**src/rtl/eth_tx_pkt_gen.sv**
```systemverilog
`default_nettype none
// ============================================================================
// Module   : eth_tx_pkt_gen
// Brief    : AXIS Ethernet TX frame generator (L2 header + seeded byte ramp).
// Revision : 1.0  initial release
// ============================================================================
module eth_tx_pkt_gen #(
  parameter int DATA_W     = 512,
  parameter int TUSER_W    = 1,
  parameter int IFG_CYCLES = 2,
  parameter int MIN_LEN    = 64,
  parameter int MAX_LEN    = 9600
) (
  input  logic                  clk,
  input  logic                  rst,
  input  logic                  start_i,
  input  logic                  stop_i,
  input  logic [13:0]           cfg_len_i,
  input  logic [31:0]           cfg_num_pkts_i,
  input  logic [47:0]           cfg_dst_mac_i,
  input  logic [47:0]           cfg_src_mac_i,
  input  logic [15:0]           cfg_etype_i,
  input  logic                  tx_tready_i,
  output logic                  tx_tvalid_o,
  output logic                  tx_tlast_o,
  output logic [DATA_W-1:0]     tx_tdata_o,
  output logic [DATA_W/8-1:0]   tx_tkeep_o,
  output logic [TUSER_W-1:0]    tx_tuser_o,
  output logic                  busy_o,
  output logic                  done_o,
  output logic [31:0]           pkt_cnt_o,
  output logic [47:0]           byte_cnt_o
);

  localparam int BYTES = DATA_W / 8;
  localparam int GAP_W = (IFG_CYCLES > 1) ? $clog2(IFG_CYCLES) : 1;

  typedef enum logic [2:0] {
    S_IDLE = 3'd0,
    S_LOAD = 3'd1,
    S_SEND = 3'd2,
    S_GAP  = 3'd3,
    S_DONE = 3'd4
  } state_t;

  state_t             state_q;
  logic [13:0]        len_q;
  logic [31:0]        num_q;
  logic [47:0]        dst_q;
  logic [47:0]        src_q;
  logic [15:0]        etype_q;
  logic               stop_seen_q;
  logic [GAP_W-1:0]   gap_q;
  logic [15:0]        beat_idx_q;
  logic [7:0]         seed_q;
  logic               tvalid_q;
  logic               tlast_q;
  logic [DATA_W-1:0]  tdata_q;
  logic [BYTES-1:0]   tkeep_q;
  logic               busy_q;
  logic               done_q;
  logic [31:0]        pkt_cnt_q;
  logic [47:0]        byte_cnt_q;

  logic [13:0]        len_clamp_d;
  logic [15:0]        beats_d;
  logic [15:0]        rem_d;
  logic [15:0]        last_bytes_d;
  logic [15:0]        idx_d;
  logic [7:0]         seed_d;
  logic [127:0]       hdr_d;
  logic               last_d;
  logic [BYTES-1:0]   keep_d;
  logic [DATA_W-1:0]  data_d;
  logic               acc_d;
  logic               stop_now_d;

  assign len_clamp_d  = (cfg_len_i < 14'(MIN_LEN)) ? 14'(MIN_LEN) :
                        (cfg_len_i > 14'(MAX_LEN)) ? 14'(MAX_LEN) : cfg_len_i;
  assign beats_d      = 16'((32'(len_q) + BYTES - 1) / BYTES);
  assign rem_d        = 16'(32'(len_q) % BYTES);
  assign last_bytes_d = (rem_d == 16'd0) ? 16'(BYTES) : rem_d;

  // The beat being prepared: beat 0 while loading, otherwise the one after the current.
  assign idx_d  = (state_q == S_LOAD) ? 16'd0 : beat_idx_q + 16'd1;
  assign seed_d = (state_q == S_LOAD) ? pkt_cnt_q[7:0] : seed_q;
  assign hdr_d  = {dst_q, src_q, etype_q, 16'h0000};
  assign last_d = (idx_d == beats_d - 16'd1);
  assign keep_d = (last_d && rem_d != 16'd0) ? ({BYTES{1'b1}} >> (BYTES - int'(rem_d)))
                                             : {BYTES{1'b1}};

  for (genvar k = 0; k < BYTES; k++) begin : g_byte
    logic [15:0] n;
    assign n = 16'(32'(idx_d) * BYTES + k);
    assign data_d[8*k +: 8] = (n < 16'd14) ? hdr_d[8*(15 - int'(n[3:0])) +: 8]
                                           : seed_d + n[7:0] - 8'd14;
  end

  assign acc_d      = tvalid_q & tx_tready_i;
  assign stop_now_d = stop_seen_q | stop_i;

  always_ff @(posedge clk) begin
    if (rst) begin
      state_q     <= S_IDLE;
      len_q       <= '0;
      num_q       <= '0;
      dst_q       <= '0;
      src_q       <= '0;
      etype_q     <= '0;
      stop_seen_q <= 1'b0;
      gap_q       <= '0;
      beat_idx_q  <= '0;
      seed_q      <= '0;
      tvalid_q    <= 1'b0;
      tlast_q     <= 1'b0;
      tdata_q     <= '0;
      tkeep_q     <= '0;
      busy_q      <= 1'b0;
      done_q      <= 1'b0;
      pkt_cnt_q   <= '0;
      byte_cnt_q  <= '0;
    end else begin
      done_q <= 1'b0;
      case (state_q)
        S_IDLE: begin
          if (start_i) begin
            len_q       <= len_clamp_d;
            num_q       <= cfg_num_pkts_i;
            dst_q       <= cfg_dst_mac_i;
            src_q       <= cfg_src_mac_i;
            etype_q     <= cfg_etype_i;
            stop_seen_q <= stop_i;
            pkt_cnt_q   <= '0;
            byte_cnt_q  <= '0;
            busy_q      <= 1'b1;
            state_q     <= S_LOAD;
          end
        end
        S_LOAD: begin
          stop_seen_q <= stop_now_d;
          beat_idx_q  <= '0;
          seed_q      <= seed_d;
          tdata_q     <= data_d;
          tkeep_q     <= keep_d;
          tlast_q     <= last_d;
          tvalid_q    <= 1'b1;
          state_q     <= S_SEND;
        end
        S_SEND: begin
          stop_seen_q <= stop_now_d;
          if (acc_d) begin
            byte_cnt_q <= byte_cnt_q + (tlast_q ? 48'(last_bytes_d) : 48'(BYTES));
            if (tlast_q) begin
              tvalid_q  <= 1'b0;
              tlast_q   <= 1'b0;
              pkt_cnt_q <= pkt_cnt_q + 32'd1;
              if (stop_now_d || (num_q != 32'd0 && pkt_cnt_q + 32'd1 == num_q)) begin
                busy_q  <= 1'b0;
                done_q  <= 1'b1;
                state_q <= S_DONE;
              end else if (IFG_CYCLES > 0) begin
                gap_q   <= GAP_W'(IFG_CYCLES - 1);
                state_q <= S_GAP;
              end else begin
                state_q <= S_LOAD;
              end
            end else begin
              beat_idx_q <= idx_d;
              tdata_q    <= data_d;
              tkeep_q    <= keep_d;
              tlast_q    <= last_d;
            end
          end
        end
        S_GAP: begin
          stop_seen_q <= stop_now_d;
          if (stop_now_d) begin
            busy_q  <= 1'b0;
            done_q  <= 1'b1;
            state_q <= S_DONE;
          end else if (gap_q == '0) begin
            state_q <= S_LOAD;
          end else begin
            gap_q <= gap_q - GAP_W'(1);
          end
        end
        S_DONE: begin
          state_q <= S_IDLE;
        end
        default: begin
          state_q <= S_IDLE;
        end
      endcase
    end
  end

  assign tx_tvalid_o = tvalid_q;
  assign tx_tlast_o  = tlast_q;
  assign tx_tdata_o  = tdata_q;
  assign tx_tkeep_o  = tkeep_q;
  assign tx_tuser_o  = '0;
  assign busy_o      = busy_q;
  assign done_o      = done_q;
  assign pkt_cnt_o   = pkt_cnt_q;
  assign byte_cnt_o  = byte_cnt_q;

endmodule
`default_nettype wire

```
**config.mk**
```make
export PLATFORM = sky130hd
export DESIGN_NAME = eth_tx_pkt_gen
export DESIGN_NICKNAME = d
export VERILOG_FILES = /design/src/rtl/eth_tx_pkt_gen.sv
export SDC_FILE = /design/constraint.sdc
export NUM_CORES = 2
export LEC_CHECK = 0
export CAP_MARGIN = 20
export CORE_AREA = 2 2 316 318
export CTS_CLUSTER_SIZE = 10
export DETAILED_ROUTE_END_ITERATION = 8
export DIE_AREA = 0 0 318 320
export SLEW_MARGIN = 20
export SYNTH_ARGS = -nofsm -noshare
export SYNTH_HDL_FRONTEND = slang
export SYNTH_SLANG_ARGS = --single-unit
```
**constraint.sdc**
```tcl
create_clock -name clk -period 4.7 [get_ports clk]
set_clock_uncertainty 0.15 [all_clocks]
set_input_delay 0.47 -clock clk [delete_from_list [all_inputs] [get_ports clk]]
set_output_delay 0.47 -clock clk [all_outputs]
set_load 0.01 [all_outputs]
```
==> Yosys cells after proc, flatten, opt, wreduce, memory -nomap -nowiden <==
Index checks and enable logic that the tools add are counted.
{ "word_totals": {"mem_bits_ro": 0, "regBits": 847, "in_bits": 163, "latchBits": 0, "n_memories": 0, "wordCells": 568, "mem_bits_rw": 0, "out_inout_bits": 661} }
{ "op_classes": {"n_mux": 119, "reduce_logical": 23, "mul": 0, "div_mod_pow": 0, "n_eq_ne": 14, "add_sub_neg": 262, "order_cmp": 66, "bitwise_logic": 2, "n_shift": 64} }
{ "ops": {"columns": ["operator", "count"], "rows": [
  ["128-bit by 8-bit indexed part select with 8-bit output", 63],
  ["16-bit by 4-bit less-than comparator with 1-bit output, second input constant", 64],
  ["512-bit 2-to-1 mux", 2],
  ["512-bit one-hot mux with 2 select lines", 1],
  ["8-bit 2-to-1 mux", 65],
  ["16-bit by 6-bit adder with 16-bit output, second input constant", 32],
  ["8-bit adder", 64],
  ["8-bit by 4-bit subtractor with 8-bit output, second input constant", 64],
  ["4-bit by 4-bit subtractor with 5-bit output, first input constant", 63],
  ["16-bit by 5-bit adder with 16-bit output, second input constant", 16],
  ["64-bit 2-to-1 mux", 3],
  ["16-bit by 4-bit adder with 16-bit output, second input constant", 8],
  ["64-bit one-hot mux with 2 select lines", 1],
  ["32-bit 2-to-1 mux", 3],
  ["48-bit 2-to-1 mux", 2],
  ["48-bit one-hot mux with 2 select lines", 1],
  ["16-bit by 3-bit adder with 16-bit output, second input constant", 4],
  ["32-bit one-hot mux with 2 select lines", 1],
  ["64-bit by 32-bit >> shifter with 64-bit output, first input constant", 1],
  ["48-bit by 7-bit adder with 48-bit output", 1],
  ["16-bit 2-to-1 mux", 3],
  ["16-bit by 1-bit adder with 16-bit output, second input constant", 2],
  ["16-bit by 2-bit adder with 16-bit output, second input constant", 2],
  ["32-bit by 1-bit adder with 32-bit output, second input constant", 1],
  ["37 further kinds", 83]
]} }

==> Depth between registers and ports, before layout <==
{ "logic_depth": {"ltp_word": 9, "mapped_depth": 18} }

==> Least setup slack after synthesis <==
Ideal clock, no wire load.
{ "synth_timing": {"path_kind": "reg2reg", "startpoint": "register state_q[2]", "endpoint": "register tdata_q[63], in the netlist tx_tdata_o[63]", "setup_slack_ns": 0.306, "required_ns": 4.422, "setup_ns": 0.128, "path_buffers": 6, "t_arrival_ns": 4.117, "stages_incl_launch_ff": 17, "cell_sequence": "dfxtp_1 > clkbuf_1 > nor3b_1 > clkbuf_8 > clkbuf_1 > mux2i_1 > clkbuf_1 > buf_1 > ha_1 > buf_1 > o21ai_0 > a21o_1 > a31oi_1 > xor2_1 > a211oi_1 > a21oi_1 > nor2_1"} }
{ "synth_via": {"elab_chain_cells": 9, "word_cells_on_any_way": 16} }
{ "synth_lines": {"columns": ["item", "line", "source"], "rows": [
  ["from (decl)", "46", "state_t state_q;"],
  ["from (signal assigned)", "104", "state_q <= S_IDLE;"],
  ["from (signal assigned)", "136", "state_q <= S_LOAD;"],
  ["from (signal assigned)", "147", "state_q <= S_SEND;"],
  ["3-bit by 1-bit == test with 1-bit output", "85, 86, 124", null],
  ["16-bit 2-to-1 mux", "85", "assign idx_d = (state_q == S_LOAD) ? 16'd0 : beat_idx_q + 16'd1;"],
  ["16-bit by 3-bit adder with 16-bit output", "94", "assign n = 16'(32'(idx_d) * BYTES + k);"],
  ["8-bit adder", "96", ": seed_d + n[7:0] - 8'd14;"],
  ["8-bit by 4-bit subtractor with 8-bit output", "96", null],
  ["8-bit 2-to-1 mux", "95", "assign data_d[8*k +: 8] = (n < 16'd14) ? hdr_d[8*(15 - int'(n[3:0])) +: 8]"],
  ["512-bit 2-to-1 mux", "153", "if (tlast_q) begin"],
  ["512-bit 2-to-1 mux", "151", "if (acc_d) begin"],
  ["512-bit one-hot mux with 2 select lines", "124", "case (state_q)"],
  ["to (signal assigned)", "143", "tdata_q <= data_d;"],
  ["to (signal assigned)", "169", "tdata_q <= data_d;"],
  ["to (decl)", "58", "logic [DATA_W-1:0] tdata_q;"]
]} }
Parallel ways exist; a longest one is shown, timed or not. The select of a mux whose other input is x is not followed.
A chain may end at the register's enable or synchronous reset.

==> Worst setup path in the final report <==
{ "layout_timing": {"startpoint": "register state_q[1]", "endpoint": "register tdata_q[303], in the netlist tx_tdata_o[303]"} }
{ "layout_via": {"elab_chain_cells": 9, "word_cells_on_any_way": 16} }
{ "layout_lines": {"columns": ["item", "line"], "rows": [
  ["3-bit by 1-bit == test with 1-bit output", "85, 86, 124"],
  ["16-bit 2-to-1 mux", "85"],
  ["16-bit by 6-bit adder with 16-bit output", "94"],
  ["8-bit adder", "96"],
  ["8-bit by 4-bit subtractor with 8-bit output", "96"],
  ["8-bit 2-to-1 mux", "95"],
  ["512-bit 2-to-1 mux", "153"],
  ["512-bit 2-to-1 mux", "151"],
  ["512-bit one-hot mux with 2 select lines", "124"]
]} }
Parallel ways exist; a longest one is shown, timed or not. The select of a mux whose other input is x is not followed.

==> metrics.csv <==
stage;metric;value;unit
outcome;status;complete, no violations;
floorplan;coreArea;97990;um2
worst_setup_path;path_class;register to register;
hold_path;hold_class;input pin to register;
clock_network;cts_inserted_buffers;81;
global_route;grt_usage;0.2538;
floorplan;boundaryPins;824;
floorplan;initial_utilization;0.3340;
global_route;grt_pass1_vias;29170;
yosys;syn_inst;4221;
yosys;yosys_warnings;0;
global_route;antenna_found_initial;14;
route;viasPerCell;5.276;
layout;area_growth;31.86;%
timing;setup_viol;0;
floorplan;die_area;101800;um2
timing;maxSlewHeadroom;0.2574;
yosys;synth_cell_types;89;
clock_network;clkLatencyLatePin;0.66;ns
placed_design;place_ws;0.3963;ns
layout;multi_input_area;16620;um2
floorplan;die_x;318;um
layout;final_common_cell;clkdlybuf4s50_1;
yosys;synth_edf_count;0;
placed_design;hpwlAfterDp;99.36;mm
global_route;globalRouteOverflowTotal;0;
route;vias;31790;
yosys;synth-seq-cells;659;
placed_design;io_buffers;822;
timing;hold_viol_final;0;
timing;period_needed;4.296;ns
clock_network;ctsLongestPathBuffers;3;
layout;fin_nets;4913;
timing;slew_viol_final;0;
yosys;seq_area_frac_synth;0.4030;
worst_setup_path;arrival;4.71;ns
route;drc;0;
worst_setup_path;critPathLaunchType;register;
timing;max_freq;232.8;MHz
flow_run;drv_cap;0;
layout;n_fill_cell;9822;
route;drt-pass1-iter-count;6;
power;power_density;420.2;nW/um2
clock_network;cts_htree_levels;3;
clock_network;cts-root-buf;clkbuf_16;
yosys;syn-cell-area;32730;um2
floorplan;num_rows;115;
layout;seq_area;13190;um2
worst_setup_path;cp_max_fo;13;
route;drt_iter0_markers;2731;
yosys;async_reset_ff_frac;0;
timing;hold_ws;0.1890;ns
clock_network;cts_tree;built;
floorplan;die_y;320;um
worst_setup_path;critPathRequiredTime;5.11;ns
timing;period_share;0.9141;
power;ir_worst_vdd;0.0002960;V
timing;worstMarginPinSlew;1.106;ns
timing;fin_setup_tns;0;ns
power;p_leak;0.01517;uW
yosys;avgSynthCellArea;7.755;um2
route;detail_route.wl_per_cell;22.51;um
yosys;synth_nets;4440;
worst_setup_path;worstSetupEndpointType;register;
timing;worst_slack;0.4038;ns
global_route;grt_pass1_wl;197.5;mm
global_route;grt_start_max_net_pins;181;
route;ant_nets;0;
route;wl;135.6;mm
timing;rsz0062_at_grt;no;
clock_network;path_clk_slew;0.06;ns
yosys;synth-main-ff-cell;dfxtp_1;
layout;layout_common_cells;821 x clkdlybuf4s50_1, 775 x nand2_1, 659 x dfxtp_1, 524 x a21oi_1, 423 x nor2_1;
placed_design;gp_congestion;0.8917;
layout;layout-drive-gt1-share;0.05727;
clock_network;clock_sinks;659;
routing by layer:
| layer | up-vias | wire (um) | global-route usage | share of wire |
|---|---|---|---|---|
| met1 | 15270 | 58310 | 0.3299 | 0.43 |
| met4 | 10 | 3328 | 0.07577 | 0.025 |
| li1 | 15160 | - | - | - |
| met3 | 175 | 10620 | 0.07042 | 0.078 |
| met5 | - | 62 | 0 | 0.00046 |
| met2 | 1177 | 63330 | 0.4084 | 0.47 |
state kept, by name (all words and copies together), names as in the netlist:
register and count:
byte_cnt_o 48, etype_q 16, dst_q 48, beat_idx_q 16, seed_q 8, tx_tdata_o 324, tx_tvalid_o 1, pkt_cnt_o 32
state_q 3, gap_q 1, tx_tkeep_o 64, done_o 1, busy_o 1, stop_seen_q 1, src_q 48, tx_tlast_o 1
len_q 14, num_q 32
path summary, 6_finish.rpt:
kind,depth (start not counted),endpoint,start,slack [ns]
min,2,byte_cnt_o[3],rst,0.19
min reg2reg,2,tx_tdata_o[367],tx_tdata_o[367],0.30
max,10,tx_tdata_o[303],state_q[1],0.40
max reg2reg,10,tx_tdata_o[303],state_q[1],0.40
area by class of cell:
type,instances,share of cell area
Antenna cell,7,0.0004059
Clock buffer,111,0.05334
Clock inverter,10,0.003073
Inverter,51,0.004435
Multi-Input combinational cell,2986,0.3851
Sequential cell,659,0.3057
Tap cell,1287,0.03731
Timing Repair Buffer,915,0.2107
power breakdown:
part / leakage (uW) / total, uW / switching (uW) / internal (uW)
logic: 0.00860 / 5370 / 3040 / 2330
clock network: 0.00119 / 5950 / 2510 / 3440
registers: 0.00538 / 6810 / 554 / 6260
cells in the mapped netlist, types with 12 or more instances:
| cell | n | area [um2] |
|---|---|---|
| ha_1 | 48 | 600.6 |
| and2_1 | 12 | 75.07 |
| o21bai_1 | 31 | 232.7 |
| xor2_1 | 62 | 543.0 |
| nor2b_1 | 16 | 100.1 |
| nor3_1 | 91 | 455.4 |
| a211oi_1 | 91 | 683.2 |
| clkbuf_1 | 282 | 1059 |
| nand4_1 | 26 | 162.7 |
| buf_1 | 30 | 112.6 |
| a21oi_1 | 525 | 2628 |
| inv_1 | 50 | 187.7 |
| and3_1 | 23 | 143.9 |
| or2_2 | 12 | 75.07 |
| nand2b_1 | 23 | 143.9 |
| o31ai_1 | 20 | 150.1 |
| dfxtp_1 | 659 | 13190 |
| a21o_1 | 15 | 112.6 |
| a22oi_1 | 14 | 105.1 |
| o211ai_1 | 50 | 375.4 |
| o21ai_0 | 140 | 700.7 |
| nand3_1 | 69 | 345.3 |
| or4_1 | 27 | 202.7 |
| nor4_1 | 31 | 193.9 |
| xnor2_1 | 198 | 1734 |
| nor2_1 | 425 | 1595 |
| buf_4 | 190 | 1426 |
| or3_1 | 30 | 187.7 |
| a31oi_1 | 40 | 250.2 |
| a311oi_1 | 57 | 499.2 |
| nand2_1 | 777 | 2917 |
critical path, cell delays in order (launching register included):
cell and delay, ns:
dfxtp_1 0.44, nor3b_2 0.74, mux2_2 0.42, inv_1 0.46, ha_1 0.27, inv_1 0.18
a21oi_1 0.73, o21ai_0 0.30, xnor2_1 0.25, nand2_1 0.08, a21oi_1 0.17
metrics by stage:
step                      utilization  total power, uW  area (um2)  instances
after floorplan                     -             9756       32730       4221
after global placement         0.4152            12260       40680       5895
after detailed placement       0.4152            12300       40680       5895
after CTS                      0.4400            18290       43120       6016
after global routing           0.4405            18950       43160       6026
final                          0.4405            18140       43160       6026
logic make-up after synthesis:
logic type	count (synthesis)	synth area share
buffers and inverters	576	0.09205
AOI/OAI and AO/OA	1055	0.1960
and+or+nand+nor	1604	0.2128
muxes	10	0.003173
adders and majority gates	56	0.02324
other	1	0.0001146
DFF	659	0.4030
xor gates and xnor gates	260	0.06957
what timing repair did:
item | in CTS | in global routing
hold buffers | 0 | 0
resized for setup | 0 | 1
endpoints found under the hold margin | 0 | 0
buffers inserted | 0 | 3
endpoints found under the setup margin | 0 | 10
No activity file was read; power rests on OpenSTA's default activity.
